File: src/rtl/stopwatch_pkg.sv
// Shared state encoding for the stopwatch controller.
package stopwatch_pkg;
  localparam int unsigned STATE_W = 2;

  typedef enum logic [STATE_W-1:0] {
    IDLE  = 2'd0,
    RUN   = 2'd1,
    PAUSE = 2'd2,
    LAP   = 2'd3
  } sw_state_e;
endpackage

File: src/rtl/key_event.sv
// Per-key event extractor: armed press detect plus saturating hold counter
// producing short (release) and long (hold threshold) events.
module key_event #(
  parameter int unsigned LONG_CYCLES = 50_000_000,
  parameter bit          LONG_EN     = 1'b1
) (
  input  logic clk,
  input  logic rst_n,
  input  logic key_n_i,
  output logic press_o,
  output logic short_o,
  output logic long_o
);
  localparam int unsigned     CW     = $clog2(LONG_CYCLES + 1);
  localparam logic [CW-1:0]   LONG_V = CW'(LONG_CYCLES);

  logic          hist_q;
  logic          armed_q;
  logic [CW-1:0] h_q, h_d;

  // h_q == 0 means "no armed hold in progress", so a key held through reset never counts.
  always_comb begin
    press_o = armed_q & hist_q & ~key_n_i;
    h_d     = h_q;
    if (key_n_i)
      h_d = '0;
    else if (press_o)
      h_d = CW'(1);
    else if (h_q != '0 && h_q != LONG_V)
      h_d = h_q + 1'b1;
    long_o  = LONG_EN && !key_n_i && (h_q == LONG_V - 1'b1);
    short_o = key_n_i && (h_q != '0) && (!LONG_EN || h_q != LONG_V);
  end

  always_ff @(posedge clk) begin
    if (!rst_n) begin
      hist_q  <= 1'b1;
      armed_q <= 1'b0;
      h_q     <= '0;
    end else begin
      hist_q  <= key_n_i;
      armed_q <= armed_q | key_n_i;
      h_q     <= h_d;
    end
  end
endmodule

File: src/rtl/stopwatch_ctrl.sv
// Stopwatch control FSM: start/stop and lap/clear keys drive run/freeze levels
// and one-cycle clear/lap pulses, all registered.
module stopwatch_ctrl
  import stopwatch_pkg::*;
#(
  parameter int unsigned LONG_CYCLES = 50_000_000
) (
  input  logic               clk,
  input  logic               rst_n,
  input  logic               key_start_n,
  input  logic               key_lap_n,
  output logic               run,
  output logic               freeze,
  output logic               clear_pulse,
  output logic               lap_pulse,
  output logic [STATE_W-1:0] state
);
  logic s_press, s_short, s_long;
  logic l_press, l_short, l_long;
  logic start_unused;

  sw_state_e state_q;
  logic      run_q, freeze_q, clear_q, lap_q;

  key_event #(.LONG_CYCLES(LONG_CYCLES), .LONG_EN(1'b0)) u_key_start (
    .clk(clk), .rst_n(rst_n), .key_n_i(key_start_n),
    .press_o(s_press), .short_o(s_short), .long_o(s_long)
  );

  key_event #(.LONG_CYCLES(LONG_CYCLES), .LONG_EN(1'b1)) u_key_lap (
    .clk(clk), .rst_n(rst_n), .key_n_i(key_lap_n),
    .press_o(l_press), .short_o(l_short), .long_o(l_long)
  );

  assign start_unused = &{1'b0, s_short, s_long, l_press};

  // Priority: long lap > start press > short lap; losers are dropped.
  always_ff @(posedge clk) begin
    if (!rst_n) begin
      state_q  <= IDLE;
      run_q    <= 1'b0;
      freeze_q <= 1'b0;
      clear_q  <= 1'b0;
      lap_q    <= 1'b0;
    end else begin
      clear_q <= 1'b0;
      lap_q   <= 1'b0;
      if (l_long) begin
        state_q  <= IDLE;
        run_q    <= 1'b0;
        freeze_q <= 1'b0;
        clear_q  <= 1'b1;
      end else if (s_press) begin
        case (state_q)
          IDLE, PAUSE: begin
            state_q  <= RUN;
            run_q    <= 1'b1;
            freeze_q <= 1'b0;
          end
          RUN, LAP: begin
            state_q  <= PAUSE;
            run_q    <= 1'b0;
            freeze_q <= 1'b0;
          end
          default: ;
        endcase
      end else if (l_short) begin
        case (state_q)
          RUN: begin
            state_q  <= LAP;
            run_q    <= 1'b1;
            freeze_q <= 1'b1;
            lap_q    <= 1'b1;
          end
          LAP: begin
            state_q  <= RUN;
            run_q    <= 1'b1;
            freeze_q <= 1'b0;
          end
          PAUSE: begin
            state_q  <= IDLE;
            run_q    <= 1'b0;
            freeze_q <= 1'b0;
            clear_q  <= 1'b1;
          end
          default: ;
        endcase
      end
    end
  end

  assign state       = state_q;
  assign run         = run_q;
  assign freeze      = freeze_q;
  assign clear_pulse = clear_q;
  assign lap_pulse   = lap_q;
endmodule

File: config.mk
export PLATFORM = sky130hd
export DESIGN_NAME = stopwatch_ctrl
export DESIGN_NICKNAME = d
export VERILOG_FILES = /design/src/rtl/stopwatch_pkg.sv /design/src/rtl/key_event.sv /design/src/rtl/stopwatch_ctrl.sv
export SDC_FILE = /design/constraint.sdc
export NUM_CORES = 1
export LEC_CHECK = 0
export CORE_UTILIZATION = 50
export DETAILED_ROUTE_END_ITERATION = 10
export PLACE_DENSITY = 0.74
export SYNTH_ARGS = -nofsm -noshare
export SYNTH_HDL_FRONTEND = slang
export SYNTH_SLANG_ARGS = --single-unit
File: constraint.sdc
create_clock -name clk -period 3.7 [get_ports clk]
set_input_delay 0.555 -clock clk [delete_from_list [all_inputs] [get_ports clk]]
set_output_delay 0.555 -clock clk [all_outputs]
set_load 0.02 [all_outputs]
==> reports/qor.csv, run 1 <==
metric;value;unit
outcome;completed;
ant_nets;0;
cp.required;3.94;ns
die_w;60.1;um
synth.yosys.seq_area_share;42.7;%
grt_max_degree;26;
drt_wl_total;3340;um
finalCritPeriodShare;58.3;%
fin_ws;1.54;ns
cp.arrival;2.40;ns
clk_pin_slew;0.11;ns
final_hold_viol_count;0;
cts_sinks;36;
hp-class;reg2reg;
reg2reg_from;u_key_lap.h_q[2]$_SDFFE_PP0P_;
vdd_drop_max;243;uV
clk_latency;0.34;ns
layout.cells.non_filler;248;
fmax;0.464;GHz
startpoint_type;flip-flop;
final_cell_mix;dfxtp_1, nor2_1, xnor2_1, nand2_1, nand3_1;
r2r_cells;5;
syn-num-nets;197;
r2r_slack;1.54;ns
power.density;340;nW/um^2
fin_hold_ws;0.486;ns
final.setup_skew;0.00919;ns
via_per_inst;5.54;
worst_pin_slew;0.789;ns
drc;0;
cts-resized-gates;0;
num_vias;1374;
critPathCaptureType;flip-flop;
avgSynthCellArea;8.84;um^2
pin_count;10;
slew_headroom;47.3;%
cts_setup_buffers;0;
cap_violations;0;
netlist_area;1690;um^2
fp.dieH;60.1;um
rows;20;
cts_buffer_depth;2;
numCtsBuffers;5;
final_common_cell;dfxtp_1;
leakage;0.608;nW
die_area;3610;um^2
first_global_vias;1359;
holdPathEnd;u_key_lap.armed_q$_SDFF_PN0_;
core-area;3130;um^2
pre_cts_slack;1.31;ns
cts_tree;yes;
ys_seq_elements;36;
grt_antenna_before_repair;0;
slew_viol_final;0;
rr_endpoint;u_key_lap.h_q[25]$_SDFFE_PP0P_;
rsz0062_at_grt;no;
final.setup.tns;0;ns
clock-root-buffer;clkbuf_4;
setup.worst_path.class;reg2reg;
crit_path_max_fanout;11;
nets;209;
drive_gt1_share;7.84;%
synth_cell_types;38;
initial_core_util;54.0;%
n_fill_cell;286;
drt_pass1_iterations;4;
gp_congestion;0.805;
insertedDiodeCount;0;
wl_per_cell;13.5;um
drt-initial-drc-count;75;
dp_cells;240;
track_usage;21.7;%
overflow;0;
place_hpwl;2450;um
syn_inst;191;
finalSetupViolCount;0;
hold_start;u_key_lap.armed_q$_SDFF_PN0_;
whs_path_depth;2;
grt_first_pass_wirelength;5790;um
io_buffers;9;
synthToLayoutAreaGrowth;10.8;%
hold_buffers;0;
yosysWarningCount;0;
htreeDepth;2;
finalCriticalPeriod;2.16;ns
sequential cells by signal (all words and copies together), names as in the netlist:
name,flops
u_key_lap.h_q,26
state,2
clear_pulse,1
freeze,1
lap_pulse,1
run,1
u_key_lap.armed_q,1
u_key_lap.hist_q,1
u_key_start.armed_q,1
u_key_start.hist_q,1
kinds of logic (layout without fill, tap and decap cells):
logic type                 after synthesis  in the layout  synth area share, %
AOI/OAI and AO/OA                       18             18                 8.45
xor gates and xnor gates                20             20                 10.4
adders and majority gates                2              2                 1.48
buffers and inverters                   12             25                 2.89
DFF                                     36             36                 42.7
muxes                                    2              2                 1.26
and+or+nand+nor                        101            101                 32.8
worst max path at each step:
stage	from	endpoint	slack (ns)	cells past startpoint
floorplan	u_key_lap.h_q[7]$_SDFFE_PP0P_	freeze$_SDFFE_PP0P_	1.89	6
global placement	key_lap_n	u_key_lap.h_q[25]$_SDFFE_PP0P_	1.39	5
detailed placement	key_lap_n	u_key_lap.h_q[25]$_SDFFE_PP0P_	1.31	5
CTS	u_key_lap.h_q[2]$_SDFFE_PP0P_	u_key_lap.h_q[25]$_SDFFE_PP0P_	1.50	5
global route	u_key_lap.h_q[2]$_SDFFE_PP0P_	u_key_lap.h_q[25]$_SDFFE_PP0P_	1.31	5
finish	u_key_lap.h_q[2]$_SDFFE_PP0P_	u_key_lap.h_q[25]$_SDFFE_PP0P_	1.54	5
cells in the mapped netlist:
cell type	instances	area share, %
inv_1	8	1.8
nand3b_1	2	0.89
or3_1	2	0.74
nand2_1	13	2.9
nor4_4	1	1.3
a41oi_1	1	0.52
nor4b_2	1	0.89
a221oi_2	1	0.89
a21boi_1	1	0.44
mux2i_1	1	0.59
o32ai_2	1	0.96
or3_2	1	0.44
xnor2_1	14	7.3
nand4_1	7	2.6
o21ai_0	4	1.2
a21oi_1	7	2.1
nor2b_1	1	0.37
nor4_1	7	2.6
mux2_1	1	0.67
or4b_4	1	0.82
ha_1	2	1.5
nand3_1	11	3.3
and3_1	3	1.1
o2111ai_4	1	1.6
dfxtp_1	36	43
a31oi_1	1	0.37
xor2_1	6	3.1
clkbuf_1	3	0.67
nor2_1	29	6.4
nor3_1	10	3.0
nor3b_1	1	0.44
and2_4	1	0.52
and3b_1	1	0.52
and4_1	5	2.6
and2_1	2	0.74
nand2b_1	2	0.74
a21o_1	1	0.44
buf_4	1	0.44
worst max-delay path: stages (launching register included):
cell and delay (ns):
dfxtp_1 0.42, and3_1 0.25, nand4_1 0.40, nor4_1 0.53, nand3_1 0.14, mux2_1 0.32
cell type report:
| type | count | area [um^2] | share of cell area [%] |
|---|---|---|---|
| clock inverters | 3 | 18.8 | 1.00 |
| inverters | 8 | 30.0 | 1.61 |
| flip-flops and latches | 36 | 721 | 38.5 |
| repair buffers | 9 | 90.1 | 4.82 |
| multi-input cells | 143 | 918 | 49.1 |
| well taps | 44 | 55.1 | 2.94 |
| clock buffers | 5 | 37.5 | 2.01 |
through the flow:
step / power (mW) / instance area [um^2] / utilization [%]
after global routing: 0.663 / 1870 / 59.8
after floorplan: 0.428 / 1690 / -
final: 0.636 / 1870 / 59.8
after CTS: 0.643 / 1870 / 59.8
after global placement: 0.440 / 1810 / 58.0
after detailed placement: 0.442 / 1810 / 58.0
layer usage:
metal	global-route usage, %	wire (um)	vias to the layer above
met5	0	0	-
met4	9.97	59	0
met3	5.41	111	8
met2	35.0	1560	21
met1	27.0	1600	641
li1	-	-	704
report_power, final:
part / leakage (nW) / internal (mW) / switching [mW]
clock network: 0.0349 / 0.0728 / 0.130
logic: 0.282 / 0.0150 / 0.0212
registers: 0.292 / 0.392 / 0.00411
total: 0.608 / 0.480 / 0.155
Power figures use the tool's default switching activity.
==> run 2, diff against run 1 <==
--- a/config.mk
+++ b/config.mk
@@ -7,7 +7,7 @@
 export LEC_CHECK = 0
 export CORE_UTILIZATION = 50
 export DETAILED_ROUTE_END_ITERATION = 10
-export PLACE_DENSITY = 0.74
+export PLACE_DENSITY = 0.76
 export SYNTH_ARGS = -nofsm -noshare
 export SYNTH_HDL_FRONTEND = slang
 export SYNTH_SLANG_ARGS = --single-unit
==> constraint.sdc (replaced) <==
create_clock -name clk -period 1.9 [get_ports clk]
set_input_delay 0.285 -clock clk [delete_from_list [all_inputs] [get_ports clk]]
set_output_delay 0.285 -clock clk [all_outputs]
set_load 0.02 [all_outputs]
==> reports/qor.csv, run 2 (synthesis gave the netlist of run 1 again) <==
metric;value;unit;change
outcome;completed;;
drc;0;;unchanged
vdd_drop_max;502;uV;+110%
reg2reg_from;u_key_lap.h_q[16]$_SDFFE_PP0P_;;
startpoint_type;flip-flop;;
r2r_cells;5;;unchanged
place_hpwl;2820;um;+15%
slew_headroom;71.0;%;+24 points
top_register;u_key_lap.h_q;;
clk_latency;0.35;ns;about the same
whs_path_depth;2;;unchanged
fmax;0.541;GHz;+17%
wl_per_cell;13.7;um;+2.0%
fin_hold_ws;0.485;ns;-0.000467 ns
cts_sinks;36;;unchanged
power.density;710;nW/um^2;+110%
die_area;3610;um^2;unchanged
largest_reg_flops;26;;unchanged
worst_pin_slew;0.432;ns;-0.357 ns
dp_cells;255;;+6.3%
slowest_stage;or4b_4;;
leakage;0.711;nW;+17%
synthToLayoutAreaGrowth;21.6;%;
drive_gt1_share;16.7;%;+8.8 points
slew_viol_final;0;;unchanged
final.setup_skew;0.00479;ns;-0.00440 ns
cts_tree;yes;;
io_buffers;9;;unchanged
critPathMaxStageDelay;0.54;ns;about the same
insertedDiodeCount;0;;unchanged
clock-root-buffer;clkbuf_4;;
drt_wl_total;3650;um;+9.4%
holdPathEnd;freeze$_SDFFE_PP0P_;;
cp.required;2.17;ns;-1.77 ns
final_hold_viol_count;0;;unchanged
crit_path_max_fanout;7;;-4
ant_nets;0;;unchanged
cts_buffer_depth;2;;unchanged
die_w;60.1;um;unchanged
rsz0062_at_grt;yes;;
hold_start;freeze$_SDFFE_PP0P_;;
cp_top_family;simple AND/OR/NAND/NOR gates;;
final_common_cell;dfxtp_1;;
drt-initial-drc-count;94;;+25%
grt_first_pass_wirelength;6040;um;+4.4%
htreeDepth;2;;unchanged
core-area;3130;um^2;unchanged
grt_max_degree;14;;-46%
rows;20;;unchanged
pin_count;10;;unchanged
setup.worst_path.class;reg2reg;;
overflow;0;;unchanged
nets;227;;+8.6%
layout.cells.non_filler;266;;+7.3%
first_global_vias;1411;;+3.8%
numCtsBuffers;5;;unchanged
cap_violations;0;;unchanged
rr_endpoint;freeze$_SDFFE_PP0P_;;
path_cells;or4b_4 -> nor4_4 -> o2111ai_4 -> and2_4 -> a221oi_2;;
finalCriticalPeriod;1.85;ns;-0.309 ns
r2r_slack;0.05;ns;-1.49 ns
final_cell_mix;dfxtp_1, nor2_1, buf_4, xnor2_1, nand2_1;;
hold_buffers;0;;unchanged
num_vias;1481;;+7.8%
gp_congestion;0.844;;+4.9%
critPathCaptureType;flip-flop;;
finalCritPeriodShare;97.2;%;+39 points
initial_core_util;54.0;%;unchanged
path_buf_inv;0;;unchanged
hp-class;reg2reg;;
clk_pin_slew;0.10;ns;about the same
finalSetupViolCount;0;;unchanged
fp.dieH;60.1;um;unchanged
cp.arrival;2.11;ns;-0.29 ns
via_per_inst;5.57;;+0.49%
drt_pass1_iterations;4;;unchanged
grt_antenna_before_repair;0;;unchanged
track_usage;22.7;%;+0.93 points
==> run 2: cell count changes in the layout (fill, tap and decap cells not counted) <==
cell,previous run,this run
dfxtp_1,36,34
buf_4,0,18
clkbuf_8,0,2
nor4_2,0,1
clkinv_2,2,0
dfxtp_2,0,2
clkinv_4,1,0
nor4_1,7,6
bufinv_16,0,1
==> run 2: final cells by class <==
cell class | count | area, um^2
clock buffers | 7 | 65.1
clock inverters | 1 | 30.0
fillers | 273 | 1070
inverters | 8 | 30.0
multi-input cells | 143 | 925
flip-flops and latches | 36 | 723
well taps | 44 | 55.1
repair buffers | 27 | 225
==> run 2: how the worst max path moves through the flow <==
stage	start	depth (start not counted)	slack, ns	to
CTS	u_key_lap.h_q[16]$_SDFFE_PP0P_	5	0.01	freeze$_SDFFE_PP0P_
global placement	u_key_lap.h_q[16]$_SDFFE_PP0P_	5	0.11	freeze$_SDFFE_PP0P_
floorplan	u_key_lap.h_q[7]$_SDFFE_PP0P_	6	0.09	freeze$_SDFFE_PP0P_
finish	u_key_lap.h_q[16]$_SDFFE_PP0P_	5	0.05	freeze$_SDFFE_PP0P_
detailed placement	u_key_lap.h_q[16]$_SDFFE_PP0P_	5	0.02	freeze$_SDFFE_PP0P_
global route	u_key_lap.h_q[16]$_SDFFE_PP0P_	6	-0.06	u_key_lap.h_q[0]$_SDFFE_PP0P_
==> run 2: metrics by stage <==
step	setup WS [ns]	TNS [ns]	total power [mW]	utilization [%]	cell area, um^2
after detailed placement	0.0232	0	0.872	61.6	1930
final	0.0524	0	1.46	65.6	2050
after CTS	0.0102	0	1.47	65.2	2040
after global placement	0.109	0	0.867	61.6	1930
after global routing	-0.0640	-0.291	1.51	65.6	2050
after floorplan	0.0872	0	0.834	-	1690
==> run 2: report_power, final <==
| part | total [mW] | internal (mW) | switching, mW |
|---|---|---|---|
| clock network | 0.600 | 0.349 | 0.251 |
| registers | 0.771 | 0.764 | 0.00693 |
| logic | 0.0869 | 0.0408 | 0.0462 |
==> run 2: metal layers <==
metal,global-route usage [%],vias up,wire [um]
met4,10.3,0,52
met3,5.84,7,101
met5,0,-,0
met1,25.2,719,1630
met2,40.0,17,1870
li1,-,738,-
==> run 2: worst min-delay path, delay by kind of cell (launching register included) <==
family                 cells  cell delay (ns)
AOI/OAI and AO/OA          1             0.05
buffers and inverters      1             0.06
DFF                        1             0.33
==> run 2: timing repair <==
action / 4_1_cts / 5_1_grt
cloned: 0 / 0
pin swaps: 1 / 2
buffers inserted: 2 / 1
gates resized for setup: 2 / 1
endpoints found under the setup margin: 1 / 12
==> run 3, diff against run 2 <==
--- a/config.mk
+++ b/config.mk
@@ -7,7 +7,7 @@
 export LEC_CHECK = 0
 export CORE_UTILIZATION = 50
 export DETAILED_ROUTE_END_ITERATION = 10
-export PLACE_DENSITY = 0.76
+export PLACE_DENSITY = 0.7
 export SYNTH_ARGS = -nofsm -noshare
 export SYNTH_HDL_FRONTEND = slang
 export SYNTH_SLANG_ARGS = --single-unit
==> reports/qor.csv, run 3 (synthesis gave the netlist of run 1 again) <==
metric;value;unit;change
critPathCaptureType;flip-flop;;
num_vias;1468;;-0.88%
power.density;614;nW/um^2;-14%
whs_path_depth;2;;unchanged
cts_sinks;36;;unchanged
die_area;3610;um^2;unchanged
htreeDepth;2;;unchanged
clk_pin_slew;0.12;ns;+0.02 ns
final_common_cell;dfxtp_1;;
gp_congestion;0.889;;+5.2%
fmax;0.536;GHz;-0.97%
nets;228;;+0.44%
via_per_inst;5.52;;-0.88%
rows;20;;unchanged
grt_first_pass_wirelength;5680;um;-6.1%
finalCriticalPeriod;1.87;ns;+0.0181 ns
hold_buffers;0;;unchanged
die_w;60.1;um;unchanged
final.setup_skew;0.0226;ns;+0.0178 ns
synthToLayoutAreaGrowth;19.9;%;
drc;0;;unchanged
cp.arrival;2.11;ns;about the same
cts_buffer_depth;2;;unchanged
cts_tree;yes;;
fin_hold_ws;0.481;ns;-0.00424 ns
clock-root-buffer;clkbuf_4;;
cap_violations;0;;unchanged
final_hold_viol_count;0;;unchanged
ant_nets;0;;unchanged
layout.cells.non_filler;266;;unchanged
drt_pass1_iterations;4;;unchanged
worst_pin_slew;0.382;ns;-0.0492 ns
place_hpwl;2560;um;-9.3%
top_register;u_key_lap.h_q;;
startpoint_type;flip-flop;;
fp.dieH;60.1;um;unchanged
initial_core_util;54.0;%;unchanged
pin_count;10;;unchanged
crit_path_max_fanout;4;;-3
rsz0062_at_grt;yes;;
wl_per_cell;13.2;um;-3.7%
overflow;0;;unchanged
final_cell_mix;dfxtp_1, nor2_1, buf_4, xnor2_1, nand2_1;;
core-area;3130;um^2;unchanged
insertedDiodeCount;0;;unchanged
grt_max_degree;14;;unchanged
slew_viol_final;0;;unchanged
drt_wl_total;3520;um;-3.7%
drt-initial-drc-count;76;;-19%
hp-class;reg2reg;;
outcome;completed;;
numCtsBuffers;5;;unchanged
cp.required;2.15;ns;-0.02 ns
io_buffers;9;;unchanged
slew_headroom;74.3;%;+3.3 points
first_global_vias;1301;;-7.8%
grt_antenna_before_repair;0;;unchanged
finalCritPeriodShare;98.2;%;+0.95 points
leakage;0.696;nW;-2.0%
r2r_cells;6;;+1
drive_gt1_share;18.5;%;+1.8 points
setup.worst_path.class;reg2reg;;
dp_cells;255;;unchanged
finalSetupViolCount;0;;unchanged
clk_latency;0.35;ns;about the same
track_usage;21.5;%;-1.1 points
vdd_drop_max;464;uV;-7.4%
largest_reg_flops;26;;unchanged
==> run 3: cell count changes in the layout (fill, tap and decap cells not counted), sizes merged <==
cell and delta:
clkbuf -1, buf +1, bufinv -1, clkinv +1
==> run 3: final cells by class <==
class / instances / area, um^2
tap: 44 / 55.1
multi-input combinational: 143 / 933
sequential: 36 / 727
inverter: 8 / 30.0
clock inverter: 1 / 5.00
clock buffer: 6 / 41.3
fill: 248 / 1100
timing repair buffer: 28 / 233
==> run 3: worst paths after layout <==
| path | slack [ns] | endpoint | from |
|---|---|---|---|
| max | 0.03 | run$_SDFFE_PP0P_ | u_key_lap.h_q[16]$_SDFFE_PP0P_ |
| min | 0.48 | freeze$_SDFFE_PP0P_ | freeze$_SDFFE_PP0P_ |
| max reg2reg | 0.03 | run$_SDFFE_PP0P_ | u_key_lap.h_q[16]$_SDFFE_PP0P_ |
| min reg2reg | 0.48 | freeze$_SDFFE_PP0P_ | freeze$_SDFFE_PP0P_ |
==> run 3: report_power, final <==
group	switching [mW]	total, mW	internal [mW]
combinational	0.0434	0.0816	0.0382
clock	0.252	0.389	0.136
sequential	0.00784	0.772	0.764
==> run 3: per-layer routing <==
| metal | up-vias | part of all wire, % | GRT usage [%] |
|---|---|---|---|
| li1 | 730 | - | - |
| met1 | 690 | 45 | 26.5 |
| met2 | 37 | 48 | 33.9 |
| met3 | 11 | 4.2 | 5.63 |
| met4 | 0 | 2.4 | 12.0 |
| met5 | - | 0 | 0 |
==> run 3: stage by stage <==
| step | utilization (%) | power, mW | setup slack, ns | setup TNS (ns) | area (um^2) |
|---|---|---|---|---|---|
| after floorplan | - | 0.834 | 0.0872 | 0 | 1690 |
| after global placement | 61.6 | 0.864 | 0.0780 | 0 | 1930 |
| after detailed placement | 61.6 | 0.866 | 0.0611 | 0 | 1930 |
| after CTS | 63.1 | 1.25 | 0.0455 | 0 | 1970 |
| after global routing | 64.7 | 1.30 | -0.0290 | -0.0765 | 2020 |
| final | 64.7 | 1.24 | 0.0344 | 0 | 2020 |
==> run 3: worst max-delay path: stages (launching register included) <==
cell and delay (ns):
dfxtp_2 0.34, or4b_4 0.53, nor4_4 0.26, o2111ai_4 0.18
buf_4 0.19, a41oi_1 0.19, nor3b_1 0.07
==> run 3: repair_timing <==
action | in CTS | in global routing
resized for setup | 0 | 8
setup buffers | 0 | 4
endpoints found under the setup margin | 0 | 7
